===== src/rtl/shift_register_sequencer_pkg.sv =====
// Shared types and constants for the shift register sequencer.
//   op_t     : command operation codes (6 and 7 are illegal)
//   state_t  : sequencer FSM states
//   MODE_*   : {s1,s0} encodings understood by the universal shift register
package shift_seq_pkg;

    localparam logic [1:0] MODE_HOLD = 2'b00;
    localparam logic [1:0] MODE_SHR  = 2'b01;
    localparam logic [1:0] MODE_SHL  = 2'b10;
    localparam logic [1:0] MODE_LOAD = 2'b11;

    typedef enum logic [2:0] {
        OP_LOAD  = 3'd0,
        OP_SHR   = 3'd1,
        OP_SHL   = 3'd2,
        OP_ROR   = 3'd3,
        OP_ROL   = 3'd4,
        OP_LDSHR = 3'd5
    } op_t;

    typedef enum logic [1:0] {
        IDLE  = 2'd0,
        LOAD  = 2'd1,
        SHIFT = 2'd2,
        FIN   = 2'd3
    } state_t;

    function automatic logic is_legal(input logic [2:0] op);
        return op <= 3'd5;
    endfunction

    function automatic logic is_load(input logic [2:0] op);
        return (op == OP_LOAD) || (op == OP_LDSHR);
    endfunction

    // Direction of the shifting phase for a legal shift/rotate/LDSHR op.
    function automatic logic [1:0] shift_mode(input logic [2:0] op);
        return ((op == OP_SHL) || (op == OP_ROL)) ? MODE_SHL : MODE_SHR;
    endfunction

endpackage


===== src/rtl/shift_register_sequencer_if.sv =====
// Command handshake bundle for the shift register sequencer.
//   cmd_valid/cmd_ready : one command transferred per edge with both high
//   cmd_op              : operation code (shift_seq_pkg::op_t values)
//   cmd_count           : number of shift/rotate clocks
//   cmd_data            : parallel load value
//   cmd_fill            : serial fill bit for SHR/SHL/LDSHR
// master drives the command, slave (the sequencer) returns cmd_ready.
interface shift_register_sequencer_if #(
    parameter int WIDTH   = 4,
    parameter int COUNT_W = 3
);
    logic               cmd_valid;
    logic               cmd_ready;
    logic [2:0]         cmd_op;
    logic [COUNT_W-1:0] cmd_count;
    logic [WIDTH-1:0]   cmd_data;
    logic               cmd_fill;

    modport master (
        output cmd_valid, cmd_op, cmd_count, cmd_data, cmd_fill,
        input  cmd_ready
    );

    modport slave (
        input  cmd_valid, cmd_op, cmd_count, cmd_data, cmd_fill,
        output cmd_ready
    );
endinterface


===== src/rtl/shift_register_sequencer.sv =====
// Command-driven controller for a 4-bit universal shift register.
// Accepts load / shift / rotate / load-then-shift commands with a repeat
// count, sequences the register's mode selects for the required number of
// clocks, then captures the register's parallel output as the result.
// Ports:
//   CLK, Clear_b      : clock, asynchronous active-low reset
//   cmd (slave)       : command handshake (valid/ready, op, count, data, fill)
//   A_par             : feedback from the register's parallel output
//   s1, s0            : register mode (00 hold, 01 SHR, 10 SHL, 11 load)
//   I_par             : parallel load value, 0 unless loading
//   MSB_in, LSB_in    : serial inputs for right/left shift, 0 unless used
//   busy              : sequencer not idle
//   done, result, err : one-cycle completion pulse, captured A_par, illegal op
module shift_register_sequencer
    import shift_seq_pkg::*;
#(
    parameter int WIDTH   = 4,
    parameter int COUNT_W = 3
) (
    input  logic                     CLK,
    input  logic                     Clear_b,
    shift_register_sequencer_if.slave cmd,
    input  logic [WIDTH-1:0]         A_par,
    output logic                     s1,
    output logic                     s0,
    output logic [WIDTH-1:0]         I_par,
    output logic                     MSB_in,
    output logic                     LSB_in,
    output logic                     busy,
    output logic                     done,
    output logic [WIDTH-1:0]         result,
    output logic                     err
);

    state_t             state;
    logic [2:0]         op_q;
    logic [COUNT_W-1:0] count_q;
    logic [COUNT_W-1:0] cnt_q;
    logic               fill_q;
    logic               illegal_q;

    // Registered Moore outputs, updated on the edge that enters each state.
    logic [1:0]         mode_q;
    logic [WIDTH-1:0]   i_par_q;
    logic               msb_fill_q;
    logic               lsb_fill_q;
    logic               ror_q;
    logic               rol_q;
    logic               ready_q;
    logic               busy_q;
    logic               done_q;
    logic [WIDTH-1:0]   result_q;
    logic               err_q;

    logic accept;
    assign accept = cmd.cmd_valid && ready_q;

    always_ff @(posedge CLK or negedge Clear_b) begin
        if (!Clear_b) begin
            state      <= IDLE;
            op_q       <= '0;
            count_q    <= '0;
            cnt_q      <= '0;
            fill_q     <= 1'b0;
            illegal_q  <= 1'b0;
            mode_q     <= MODE_HOLD;
            i_par_q    <= '0;
            msb_fill_q <= 1'b0;
            lsb_fill_q <= 1'b0;
            ror_q      <= 1'b0;
            rol_q      <= 1'b0;
            ready_q    <= 1'b0;
            busy_q     <= 1'b0;
            done_q     <= 1'b0;
            result_q   <= '0;
            err_q      <= 1'b0;
        end else begin
            done_q <= 1'b0;
            case (state)
                IDLE: begin
                    // ready comes up on the first edge after reset release
                    ready_q <= 1'b1;
                    if (accept) begin
                        op_q      <= cmd.cmd_op;
                        count_q   <= cmd.cmd_count;
                        fill_q    <= cmd.cmd_fill;
                        illegal_q <= !is_legal(cmd.cmd_op);
                        err_q     <= 1'b0;
                        ready_q   <= 1'b0;
                        busy_q    <= 1'b1;
                        if (is_load(cmd.cmd_op)) begin
                            state   <= LOAD;
                            mode_q  <= MODE_LOAD;
                            i_par_q <= cmd.cmd_data;
                        end else if (is_legal(cmd.cmd_op) && (cmd.cmd_count != '0)) begin
                            state  <= SHIFT;
                            cnt_q  <= cmd.cmd_count;
                            mode_q <= shift_mode(cmd.cmd_op);
                            msb_fill_q <= (cmd.cmd_op == OP_SHR) ? cmd.cmd_fill : 1'b0;
                            lsb_fill_q <= (cmd.cmd_op == OP_SHL) ? cmd.cmd_fill : 1'b0;
                            ror_q      <= (cmd.cmd_op == OP_ROR);
                            rol_q      <= (cmd.cmd_op == OP_ROL);
                        end else begin
                            // zero count or illegal op: nothing to sequence
                            state <= FIN;
                        end
                    end
                end

                LOAD: begin
                    i_par_q <= '0;
                    if ((op_q == OP_LDSHR) && (count_q != '0)) begin
                        state      <= SHIFT;
                        cnt_q      <= count_q;
                        mode_q     <= MODE_SHR;
                        msb_fill_q <= fill_q;
                    end else begin
                        state  <= FIN;
                        mode_q <= MODE_HOLD;
                    end
                end

                SHIFT: begin
                    // Last shifting cycle when the counter reads 1.
                    if (cnt_q == COUNT_W'(1)) begin
                        state      <= FIN;
                        cnt_q      <= '0;
                        mode_q     <= MODE_HOLD;
                        msb_fill_q <= 1'b0;
                        lsb_fill_q <= 1'b0;
                        ror_q      <= 1'b0;
                        rol_q      <= 1'b0;
                    end else begin
                        cnt_q <= cnt_q - COUNT_W'(1);
                    end
                end

                FIN: begin
                    // Register is holding, so A_par is the settled result.
                    state    <= IDLE;
                    result_q <= A_par;
                    err_q    <= illegal_q;
                    done_q   <= 1'b1;
                    busy_q   <= 1'b0;
                    ready_q  <= 1'b1;
                end

                default: state <= IDLE;
            endcase
        end
    end

    assign s1        = mode_q[1];
    assign s0        = mode_q[0];
    assign I_par     = i_par_q;
    // Rotates feed the bit falling off the far end straight back in.
    assign MSB_in    = ror_q ? A_par[0]       : msb_fill_q;
    assign LSB_in    = rol_q ? A_par[WIDTH-1] : lsb_fill_q;
    assign busy      = busy_q;
    assign done      = done_q;
    assign result    = result_q;
    assign err       = err_q;
    assign cmd.cmd_ready = ready_q;

endmodule


===== src/flat_wrapper.sv =====
// flat-port wrapper written by rule: the top's interface ports become plain ports
module shift_register_sequencer_flat import shift_seq_pkg::*;
#(
    parameter int WIDTH   = 4,
    parameter int COUNT_W = 3
)
  (CLK, Clear_b, A_par, s1, s0, I_par, MSB_in, LSB_in, busy, done, result, err, cmd_cmd_valid, cmd_cmd_op, cmd_cmd_count, cmd_cmd_data, cmd_cmd_fill, cmd_cmd_ready);
  shift_register_sequencer_if #(.WIDTH(WIDTH), .COUNT_W(COUNT_W)) cmd_i ();
  input  logic CLK;
  input  logic Clear_b;
  input  logic [WIDTH-1:0] A_par;
  output logic s1;
  output logic s0;
  output logic [WIDTH-1:0] I_par;
  output logic MSB_in;
  output logic LSB_in;
  output logic busy;
  output logic done;
  output logic [WIDTH-1:0] result;
  output logic err;
  input wire logic [$bits(cmd_i.cmd_valid)-1:0] cmd_cmd_valid;
  input wire logic [$bits(cmd_i.cmd_op)-1:0] cmd_cmd_op;
  input wire logic [$bits(cmd_i.cmd_count)-1:0] cmd_cmd_count;
  input wire logic [$bits(cmd_i.cmd_data)-1:0] cmd_cmd_data;
  input wire logic [$bits(cmd_i.cmd_fill)-1:0] cmd_cmd_fill;
  output wire logic [$bits(cmd_i.cmd_ready)-1:0] cmd_cmd_ready;
  assign cmd_i.cmd_valid = cmd_cmd_valid;
  assign cmd_i.cmd_op = cmd_cmd_op;
  assign cmd_i.cmd_count = cmd_cmd_count;
  assign cmd_i.cmd_data = cmd_cmd_data;
  assign cmd_i.cmd_fill = cmd_cmd_fill;
  assign cmd_cmd_ready = cmd_i.cmd_ready;
  shift_register_sequencer #(.WIDTH(WIDTH), .COUNT_W(COUNT_W)) u_core (.CLK(CLK), .Clear_b(Clear_b), .cmd(cmd_i), .A_par(A_par), .s1(s1), .s0(s0), .I_par(I_par), .MSB_in(MSB_in), .LSB_in(LSB_in), .busy(busy), .done(done), .result(result), .err(err));
endmodule

===== config.mk =====
export PLATFORM = sky130hd
export DESIGN_NAME = shift_register_sequencer_flat
export DESIGN_NICKNAME = d
export VERILOG_FILES = /design/src/rtl/shift_register_sequencer_pkg.sv /design/src/rtl/shift_register_sequencer_if.sv /design/src/rtl/shift_register_sequencer.sv /design/src/flat_wrapper.sv
export SDC_FILE = /design/constraint.sdc
export NUM_CORES = 1
export LEC_CHECK = 0
export ABC_AREA = 1
export CAP_MARGIN = 20
export CORE_AREA = 3 3 88 90
export DETAILED_ROUTE_END_ITERATION = 12
export DIE_AREA = 0 0 91 93
export SYNTH_ARGS = -nofsm -noshare
export SYNTH_HDL_FRONTEND = slang
export SYNTH_SLANG_ARGS = --single-unit

===== constraint.sdc =====
create_clock -name CLK -period 2.9 [get_ports CLK]
set_input_delay 0.87 -clock CLK [delete_from_list [all_inputs] [get_ports CLK]]
set_output_delay 0.87 -clock CLK [all_outputs]
set_load 0.05 [all_outputs]

==> summary.md <==
| Metric | Value |
|---|---|
| HPWL Detailed | 3100 um |
| Critical path launch point type | input port |
| #FFs+latches synth | 31 |
| Die area | 8460 sq um |
| Avg Cell Area, Syn | 8.24 sq um |
| Hold WC Path Type | reg2reg |
| PD cells | 1180 nW/um^2 |
| CTS Buf Count | 5 |
| CTS root buf | clkbuf_8 |
| DR vias | 1480 |
| Initial antenna violation count | 0 |
| RR Endpoint | u_core.lsb_fill_q$_DFFE_PN0P_ |
| Post-CTS repair timing setup buffer count | 0 |
| CTS Hold Bufs | 0 |
| Min Tclk post-route | 2.60 ns |
| PostCTS Resize Cnt | 0 |
| Layout area overhead | 30.2% |
| Ant. Diodes | 0 |
| CP Max Fanout | 2 |
| Max Slew Vio Count | 0 |
| Worst vdd ir | 0.363 mV |
| Worst setup path end | MSB_in |
| Placed inst area | 2200 sq um |
| Layout Utilization | 0.319 |
| Netlist cell types | 29 |
| Nets | 275 |
| Clock slew at reported path FFs | 0.06 ns |
| Slew @ Worst Pin | 0.547 ns |
| Initial DRC count | 54 |
| Crit. Startpoint | A_par[0] |
| Max-slew headroom | 0.635 |
| Final Cell Area | 2270 sq um |
| Layout cells sized above 1 | 0.120 |
| Clk network pwr share | 0.114 |
| Drt pass-1 iters | 4 |
| Vias in the first global route | 1473 |
| Post-synthesis instance total | 212 |
| Hold depth | 2 |
| CP required | 2.03 ns |
| FF-to-FF setup slack | 1.06 ns |
| Sequential power share | 0.273 |
| Commonest cells after routing, fill and taps aside | nand2_1, clkdlybuf4s50_1, dfrtp_1 |
| Fin Clk Skew | 0.00256 ns |
| Register area share after synthesis | 0.444 |
| Vias per cell | 4.25 |
| LEAKAGE | 1.12 nW |
| Initial core utilization | 0.245 |
| Critical path arrival | 1.73 ns |
| Detail Route Antenna Nets | 0 |
| Final total power | 2.69 mW |
| Largest net degree at the start of global routing | 32 |
| Total track usage | 0.101 |
| Final Cycle Share | 0.897 |
| Ys Warns | 0 |
| Core box area | 7140 sq um |
| GP Congestion | 0.824 |
| R2r startpoint | u_core.state[0]$_DFFE_PN0P_ |
| Setup TNS | 0 ns |
| Routed len/inst | 11.5 um |
| Reg2Reg Depth | 7 |
| DRC violation count after routing | 0 |
| Grt ovf | 0 |
| Port bufs | 33 |
| Mapped Area | 1750 sq um |
| Chip Width | 91 um |
| Synthesized net count | 237 |
| Cell-internal power | 1.36 mW |
| Final hold vios | 0 |
| Critical path class | in2out |
| Clock Tree Buf Depth | 2 |
| Switching pwr | 1.33 mW |
| Status | finished clean |
| TritonCTS clock tree | yes |
| Max Cap Viol | 0 |
| Worst Setup End Kind | output pin |
| Commonest non-fill, non-tap cell in the layout | nand2_1 |
| Switch share | 0.496 |
| Row cnt | 31 |
| Combinational fraction of design power | 0.612 |
| Num ports | 34 |
| Final wirelength | 4010 um |
| Hold slack | 0.468 ns |
| Die Y | 93 um |
| Achievable Freq | 384 MHz |
| First-pass GRT wire length | 6780 um |
| RSZ-0062 raised after global routing | false |
| Sink Count | 31 |
| Count of final setup violators | 0 |
| H-tree depth | 2 |
| Clk_lat worst skew | 0.28 ns |
-- synth_stat cells --
cell type | number | area (sq um)
nand2_1 | 64 | 240
dfrtp_1 | 31 | 776
inv_1 | 24 | 90.1
nand3_1 | 24 | 120
o21ai_0 | 12 | 60.1
nor2_1 | 8 | 30.0
ha_1 | 7 | 87.6
nand2_4 | 6 | 67.6
inv_2 | 4 | 15.0
nand2_2 | 4 | 25.0
o21bai_1 | 4 | 30.0
o21ai_1 | 3 | 15.0
a21oi_1 | 2 | 10.0
buf_6 | 2 | 22.5
nor2_4 | 2 | 22.5
nor3_1 | 2 | 10.0
a21oi_2 | 1 | 8.76
a31oi_1 | 1 | 6.26
a32o_1 | 1 | 10.0
buf_2 | 1 | 5.00
mux2_2 | 1 | 11.3
nand3_2 | 1 | 10.0
nand3_4 | 1 | 17.5
nand4_1 | 1 | 6.26
nand4_4 | 1 | 21.3
nor2_2 | 1 | 6.26
o211ai_1 | 1 | 7.51
o22ai_1 | 1 | 6.26
xnor2_1 | 1 | 8.76
-- final cells by class --
cell class | instances | area [sq um]
flip-flops and latches | 31 | 776
clock buffers | 6 | 72.6
well taps | 99 | 124
multi-input cells | 150 | 838
fillers | 778 | 4860
repair buffers | 34 | 358
inverters | 28 | 105
-- critical path: stages --
cell,delay (ns)
clkdlybuf4s50_1,0.48
nand2_1,0.05
o21ai_0,0.15
buf_12,0.19
-- worst min path at each step --
stage	end	startpoint	slack [ns]
after floorplan	u_core.lsb_fill_q$_DFFE_PN0P_	u_core.lsb_fill_q$_DFFE_PN0P_	0.45
after detailed placement	u_core.result[0]$_DFFE_PN0P_	u_core.result[0]$_DFFE_PN0P_	0.46
final	u_core.result[0]$_DFFE_PN0P_	u_core.result[0]$_DFFE_PN0P_	0.47
after global routing	u_core.result[0]$_DFFE_PN0P_	u_core.result[0]$_DFFE_PN0P_	0.50
after global placement	u_core.I_par[3]$_DFFE_PN0P_	u_core.I_par[3]$_DFFE_PN0P_	0.45
after CTS	u_core.result[0]$_DFFE_PN0P_	u_core.result[0]$_DFFE_PN0P_	0.47
-- registers in the layout (all words and copies together), names as in the netlist --
signal and flops:
u_core.I_par 4, u_core.busy 1, u_core.cmd.cmd_ready 1, u_core.cnt_q 3, u_core.count_q 3, u_core.done 1, u_core.err 1, u_core.fill_q 1
u_core.illegal_q 1, u_core.lsb_fill_q 1, u_core.mode_q 2, u_core.msb_fill_q 1, u_core.op_q 3, u_core.result 4, u_core.rol_q 1, u_core.ror_q 1
u_core.state 2
-- kinds of logic (layout without fill, tap and decap cells) --
family / Yosys count / in the layout / share of synthesized area
mux: 1 / 1 / 0.00645
fa+ha+maj: 7 / 7 / 0.0501
simple gates: 115 / 115 / 0.330
compound gates: 26 / 26 / 0.0881
flops: 31 / 31 / 0.444
buf+inv: 31 / 68 / 0.0759
xor+xnor: 1 / 1 / 0.00502
-- layer usage --
layer  global-route usage  vias to the layer above  part of all wire
met5                    0                        -                 0
met4               0.0389                        0             0.025
met3               0.0338                       10             0.043
met2                0.168                       26              0.47
met1                0.120                      695              0.46
li1                     -                      749                 -
-- metrics by stage --
step	setup slack, ns	cells
final	0.299	348
after global routing	0.244	348
after CTS	0.295	348
after detailed placement	0.299	342
after global placement	0.305	342
after floorplan	0.555	212
-- power groups by stage --
stage	logic, mW	clock network, mW	registers, mW
floorplan	0.904	0	1.02
global placement	1.64	0	0.740
detailed placement	1.65	0	0.746
CTS	1.66	0.316	0.740
global route	1.82	0.337	0.764
finish	1.65	0.308	0.736
No activity file was read; power rests on OpenSTA's default activity.
